===== src/rtl/dmem_arbiter.sv =====
// dmem_arbiter
//
// Arbiter and sequencer for the single shared data-memory bus. Two requesters
// compete for the bus: the CPU M-stage load/store port and the DMA/debug port.
// One access is granted at a time, and its fields are held on the memory
// port until the memory acknowledges. The CPU normally wins. A pending DMA
// request that keeps losing is forced to win once it has lost DMA_WAIT_MAX
// arbitrations in a row.
//
// Ports
//   clk                         system clock, rising edge
//   reset                       asynchronous, active-low
//   c_req/c_byteen/c_addr/c_wdata  CPU access (byteen 0 = read)
//   c_rdata, c_stall            CPU read data and pipeline freeze
//   d_req/d_byteen/d_addr/d_wdata  DMA access, held until d_done
//   d_done, d_rdata             DMA completion pulse and read data
//   m_req/m_byteen/m_addr/m_wdata  registered memory request
//   m_ack, m_rdata              memory completion and read data
module dmem_arbiter #(
  parameter int unsigned DMA_WAIT_MAX = 8
) (
  input  logic        clk,
  input  logic        reset,
  input  logic        c_req,
  input  logic [3:0]  c_byteen,
  input  logic [31:0] c_addr,
  input  logic [31:0] c_wdata,
  output logic [31:0] c_rdata,
  output logic        c_stall,
  input  logic        d_req,
  input  logic [3:0]  d_byteen,
  input  logic [31:0] d_addr,
  input  logic [31:0] d_wdata,
  output logic        d_done,
  output logic [31:0] d_rdata,
  output logic        m_req,
  output logic [3:0]  m_byteen,
  output logic [31:0] m_addr,
  output logic [31:0] m_wdata,
  input  logic        m_ack,
  input  logic [31:0] m_rdata
);

  typedef enum logic [1:0] {
    S_IDLE = 2'd0,
    S_CPU  = 2'd1,
    S_DMA  = 2'd2
  } state_t;

  localparam logic [3:0] WAIT_MAX = 4'(DMA_WAIT_MAX);

  state_t      r_state;
  logic [3:0]  r_dma_wait;
  logic        r_m_req;
  logic [3:0]  r_m_byteen;
  logic [31:0] r_m_addr;
  logic [31:0] r_m_wdata;

  logic        w_dma_forced;
  logic        w_grant_dma;
  logic        w_arb;

  assign w_dma_forced = (r_dma_wait == WAIT_MAX);
  // The DMA wins when it is alone, or when it has lost enough times in a row.
  assign w_grant_dma  = d_req & (~c_req | w_dma_forced);
  // An arbitration happens only on an edge that is in IDLE.
  assign w_arb        = (r_state == S_IDLE);

  always_ff @(posedge clk or negedge reset) begin
    if (!reset) begin
      r_state    <= S_IDLE;
      r_dma_wait <= 4'd0;
      r_m_req    <= 1'b0;
      r_m_byteen <= 4'd0;
      r_m_addr   <= 32'd0;
      r_m_wdata  <= 32'd0;
    end else begin
      case (r_state)
        S_IDLE: begin
          if (w_grant_dma) begin
            r_state    <= S_DMA;
            r_m_req    <= 1'b1;
            r_m_byteen <= d_byteen;
            r_m_addr   <= d_addr;
            r_m_wdata  <= d_wdata;
          end else if (c_req) begin
            r_state    <= S_CPU;
            r_m_req    <= 1'b1;
            r_m_byteen <= c_byteen;
            r_m_addr   <= c_addr;
            r_m_wdata  <= c_wdata;
          end
        end
        S_CPU, S_DMA: begin
          // The latched fields stay put after the ack. Only m_req drops.
          if (m_ack) begin
            r_state <= S_IDLE;
            r_m_req <= 1'b0;
          end
        end
        default: begin
          r_state <= S_IDLE;
          r_m_req <= 1'b0;
        end
      endcase

      // The wait counter counts lost arbitrations, not bus cycles. It holds
      // its value while an access is in flight, so a CPU access with a long
      // latency still costs the DMA only one step.
      if (!d_req || (w_arb && w_grant_dma))
        r_dma_wait <= 4'd0;
      else if (w_arb && c_req && !w_dma_forced)
        r_dma_wait <= r_dma_wait + 4'd1;
    end
  end

  assign m_req    = r_m_req;
  assign m_byteen = r_m_byteen;
  assign m_addr   = r_m_addr;
  assign m_wdata  = r_m_wdata;

  // The stall is released in the ack cycle itself, so the CPU captures
  // c_rdata on the same edge that the arbiter returns to IDLE.
  assign c_stall  = c_req & ~((r_state == S_CPU) & m_ack);
  assign c_rdata  = m_rdata;
  assign d_done   = (r_state == S_DMA) & m_ack;
  assign d_rdata  = m_rdata;

endmodule

===== config.mk =====
export PLATFORM = sky130hd
export DESIGN_NAME = dmem_arbiter
export DESIGN_NICKNAME = d
export VERILOG_FILES = /design/src/rtl/dmem_arbiter.sv
export SDC_FILE = /design/constraint.sdc
export NUM_CORES = 1
export LEC_CHECK = 0
export ABC_CLOCK_PERIOD_IN_PS = 1600
export BUFFER_PORTS_ARGS = -buffer_cell sky130_fd_sc_hd__buf_2
export CORE_AREA = 2 2 121 123
export CTS_BUF_LIST = sky130_fd_sc_hd__clkbuf_16
export DETAILED_ROUTE_END_ITERATION = 6
export DIE_AREA = 0 0 123 125
export PLACE_DENSITY = 0.7
export SKIP_LAST_GASP = 1
export SYNTH_ARGS = -nofsm -noshare
export SYNTH_HDL_FRONTEND = slang
export SYNTH_SLANG_ARGS = --single-unit

===== constraint.sdc =====
create_clock -name clk -period 1.6 [get_ports clk]
set_input_delay 0.08 -clock clk [delete_from_list [all_inputs] [get_ports clk]]
set_output_delay 0.08 -clock clk [all_outputs]
set_load 0.02 [all_outputs]

---- After elaboration in Yosys (flattened, before gate mapping) ----
Index checks and enable logic that the tools add are counted.
operators by class
  add/sub/neg operators ................... 1
  eq/ne operators ......................... 5
  muxes and demuxes ....................... 16
  bitwise operators ....................... 7
  reductions and logical operators ........ 12
operators by type and width
  operator                                                          number
  32-bit 2-to-1 mux                                                 4
  4-bit 2-to-1 mux                                                  4
  2-bit 2-to-1 mux                                                  3
  4-bit by 1-bit adder with 4-bit output (second input constant)    1
  1-bit bitwise AND                                                 4
  4-bit == test (second input constant)                             1
  2-bit case mux with 2 select lines                                1
  2-bit AND reduction                                               2
  2-bit nonzero test                                                2
  1-bit logical AND                                                 3
  1-bit 2-to-1 mux                                                  3
  3-bit != test (second input constant)                             1
  2-bit by 1-bit == test with 1-bit output (second input constant)  1
  2-bit == test (second input constant)                             1
  1-bit zero test                                                   2
  2-bit zero test                                                   1
  2-bit != test (second input constant)                             1
  1-bit inverter                                                    2
  1-bit case mux with 2 select lines                                1
  2-bit OR reduction                                                1
  1-bit logical OR                                                  1
  1-bit bitwise OR                                                  1
storage, ports and cells
  register bits after elaboration ......... 75
  output and inout bits ................... 135
  logic and storage cells ................. 47

---- Depth between registers and ports, before layout ----
  depth in word-level cells ............... 6
  depth in mapped cells ................... 8

---- Worst setup path after synthesis ----
Ideal clock, no wire load.
  path type ............................... register to register
  start point ............................. reg r_dma_wait[0]
  end point ............................... reg r_m_addr[0], in the netlist m_addr[0]
  library setup time ...................... 0.080 ns
  data arrival time ....................... 1.490 ns
  required time ........................... 1.520 ns
  path slack .............................. 0.029 ns
  stages on the path, launching flop included .. 9
  path buffers ............................ 3
  clock period less this slack ............ 1.571 ns
  cell sequence ........................... dfrtp_1 inv_1 ha_1 nand4b_4 and2_1 buf_2 buf_6 buf_6 o211ai_2
on the way
  longest elaborated chain between the ends .. 5
  elaborated cells between the ends (all ways) .. 6
  classes of those cells .................. eq/ne (1); mux (1); bitwise (2); reduce/logical (2)
RTL lines
  what                           line  RTL
  start: declaration             53    logic [3:0] r_dma_wait;
  start signal: assignment       113   r_dma_wait <= r_dma_wait + 4'd1;
  4-bit == test *                63    assign w_dma_forced = (r_dma_wait == WAIT_MAX);
  1-bit bitwise OR *             65    assign w_grant_dma = d_req & (~c_req | w_dma_forced);
  1-bit bitwise AND *            65
  2-bit nonzero test (no line)   n/a
  2-bit AND reduction (no line)  n/a
  end signal: assignment         84    r_m_addr <= d_addr;
  end signal: assignment         90    r_m_addr <= c_addr;
  end: declaration               56    logic [31:0] r_m_addr;
Mark *: on every way between the ends. The rest lies on a longest branch, timed or not.
A chain may end at the register's enable or synchronous reset.

---- Worst setup path after layout ----
  start point ............................. reg r_state[1]
  end point ............................... reg r_dma_wait[3]
on the way
  longest elaborated chain between the ends .. 4
  elaborated cells between the ends (all ways) .. 7
  classes of those cells .................. mux (1); reduce/logical (6)
RTL lines
  what                                                           line      RTL
  start: declaration                                             52        state_t r_state;
  start signal: assignment                                       71        r_state <= S_IDLE;
  start signal: assignment                                       81        r_state <= S_DMA;
  start signal: assignment                                       87        r_state <= S_CPU;
  2-bit zero test *                                              67        assign w_arb = (r_state == S_IDLE);
  named net w_arb                                                61        logic w_arb;
  1-bit logical AND, on equally long branches                    110, 112
  1-bit logical OR / 1-bit logical AND (equally long branches)   110, 112
  4-bit 2-to-1 mux / 2-bit nonzero test (equally long branches)  n/a
The timed path passes the listed nets; every way through them passes the cells marked *.

==> results.toml <==
[logic_synthesis]
seq_area_frac_synth_pct = 43.0
synth.avg_cell_area_sq_um = 8.76
syn_area_sq_um = 4360
synth.distinct_cells = 30
synth_compound_area_share_pct = 14.8
syn_nets = 676
ys_async_sr_fraction_pct = 100
synth_fa_ha_area_share_pct = 1.43
synth_simple_gate_area_share_pct = 24.2
yosysTopAreaCell = "dfrtp_1"
synthCells = 498
synth_ff_type = "dfrtp_1"
synth-xor-area-share_pct = 0.201
synth_top_cells_by_count = "nand2_1 (138), dfrtp_1 (75), nand4_1 (68)"
yosys_warnings = 0
synth_seq_cells = 75
synth_most_common_cell = "nand2_1"
synth_top_family_by_area = "simple AND/OR/NAND/NOR gates"
synth_area_leaders = "dfrtp_1 (43%), nand2_1 (12%), buf_4 (11%)"
synth_edf_count = 0
synth_top_area_share_pct = 43.0
muxShareOfSynthArea_pct = 0

[placed_design]
numPortBuffers = 211
dpl.cell_count = 797
placed_area_sq_um = 5220
dp_slack_ns = 0.0448
place_hpwl_um = 8950
routabilityCongestion = 0.774

[route]
via_per_inst = 5.13
dr.pass1.iters = 6
wl_um = 13800
detail_route.wl_per_cell_um = 16.0
drc = 0
detail-route-antenna-nets = 0
dr.first_iter.drc_count = 224
num_vias = 4413

[die]
rows = 44
die_w_um = 123
die-area_sq_um = 15400
die_h_um = 125
core_sq_um = 14200
io_pins = 308
start_util_pct = 30.7

[cells_and_area]
drive_above_1_share_pct = 38.0
fin_cells = 861
multi_input_area_sq_um = 1820
nFillCells = 1405
fin_nets = 850
post-route-cell-area_sq_um = 6040
area.growth.synth_to_final_pct = 38.4
antennaDiodeCount = 0
final_util_pct = 42.5
seq_area_sq_um = 1880

[clock_network]
h-tree-depth = 3
cts.sinks = 75
numCtsBuffers = 9
cts_setup_buffers = 0
clock_latency_ns = 0.34
cts_tree = "built"
clkTransAtPathRegs_ns = 0.06
cts.path.max_buffers = 2
cts_root_buffer = "clkbuf_16"

[timing]
finalWorstSetupSlack_ns = 0.0821
max_freq_ghz = 0.659
slew-limit-headroom_pct = 72.0
final_hold_viol_count = 0
worstMarginPinSlew_ns = 0.420
rsz0062_at_grt = "yes"
slew_viol_final = 0
skew_ns = 0.00756
fin_hold_ws_ns = 0.0135
min_period_ns = 1.52
setup_violations = 0
final.setup.tns_ns = 0
finalCritPeriodShare_pct = 94.9

[flow_run]
cap_violations = 0

[setup_path]
cp-start-kind = "flop"
cp-end-kind = "flop"
worstPathRequired_ns = 1.88
path_class = "flop to flop"
critPathMaxFanout = 5
cp.arrival_ns = 1.80

[pwr]
total_power_mw = 10.7
p_leak_nw = 2.90
irDropWorstVdd_uv = 674
power.density_nw_per_um2 = 1760

[min_path]
hold_path_class = "primary input to flop"

[global_route]
grt_start_max_net_pins = 76
grt_overflow_total = 0
antenna_found_initial = 0
grt_pass1_wl_um = 21000
grt.total_usage_pct = 17.3
grt_pass1_vias = 4188

[run_status]
status = "finished, final reports clean"
-- state kept, by name (all words and copies together), names as in the netlist --
name        cells
m_byteen        4
r_dma_wait      4
m_req           1
m_addr         32
m_wdata        32
r_state         2
-- cells by family after synthesis --
family | Yosys count
xor gates and xnor gates | 1
adders and majority gates | 5
DFF | 75
AOI/OAI and AO/OA | 79
and+or+nand+nor | 222
buffers and inverters | 116
-- cell usage in the layout, fill, tap and decap left out, drive strengths merged --
master       instances
nor4bb               1
o31a                 1
clkbuf               9
and2                 4
nor2b                2
o21ai                1
o32ai                2
nand3                1
o21a                 2
clkinv               3
o211ai              68
nand2b               1
nand4b               1
nand4               68
nor2                 3
inv                  8
a21o                 2
buf                225
and3b                1
bufinv               2
a21boi               1
nand2              138
nor3                 2
dlygate4sd3         48
xnor2                1
ha                   5
dfrtp               75
a22o                 2
-- layer usage --
layer	vias up	wire, um	GRT usage [%]
met3	46	1240	4.70
met5	-	0	0
met1	2077	5660	20.8
li1	2044	-	-
met4	0	493	8.96
met2	246	6400	28.0
-- worst max-delay path: stages, from the launching register on --
cell      delay (ns)
dfrtp_1         0.40
inv_1           0.12
ha_4            0.17
buf_4           0.14
nand2_1         0.13
nor4bb_2        0.33
o31a_1          0.16
-- final timing paths --
kind	start	cells after the start	slack, ns	end
setup / recovery	r_state[1]	6	0.08	r_dma_wait[3]
max in group asynchronous	reset	3	0.96	m_wdata[16]
hold reg to reg	m_wdata[30]	2	0.48	m_wdata[30]
hold / removal	d_wdata[21]	3	0.01	m_wdata[21]
min in group asynchronous	reset	3	0.30	m_wdata[25]
setup reg to reg	r_state[1]	6	0.08	r_dma_wait[3]
-- where the power goes --
| part | internal, mW | switching [mW] |
|---|---|---|
| clock network | 1.35 | 0.803 |
| logic | 1.98 | 3.31 |
| registers | 2.75 | 0.464 |
| total | 6.08 | 4.57 |
-- repair_timing --
item | in CTS | in global routing
resized for setup | 0 | 6
setup endpoints to repair | 0 | 44
hold buffers | 48 | 0
hold endpoints to repair | 122 | 0
-- layout make-up --
class                           count  share of cell area (%)
Timing Repair Buffer              273                    29.5
Clock buffer                        9                    3.73
Inverter                            6                   0.373
Tap cell                          184                    3.81
Clock inverter                      7                    1.41
Multi-Input combinational cell    307                    30.1
Sequential cell                    75                    31.1
Power figures use the tool's default switching activity.
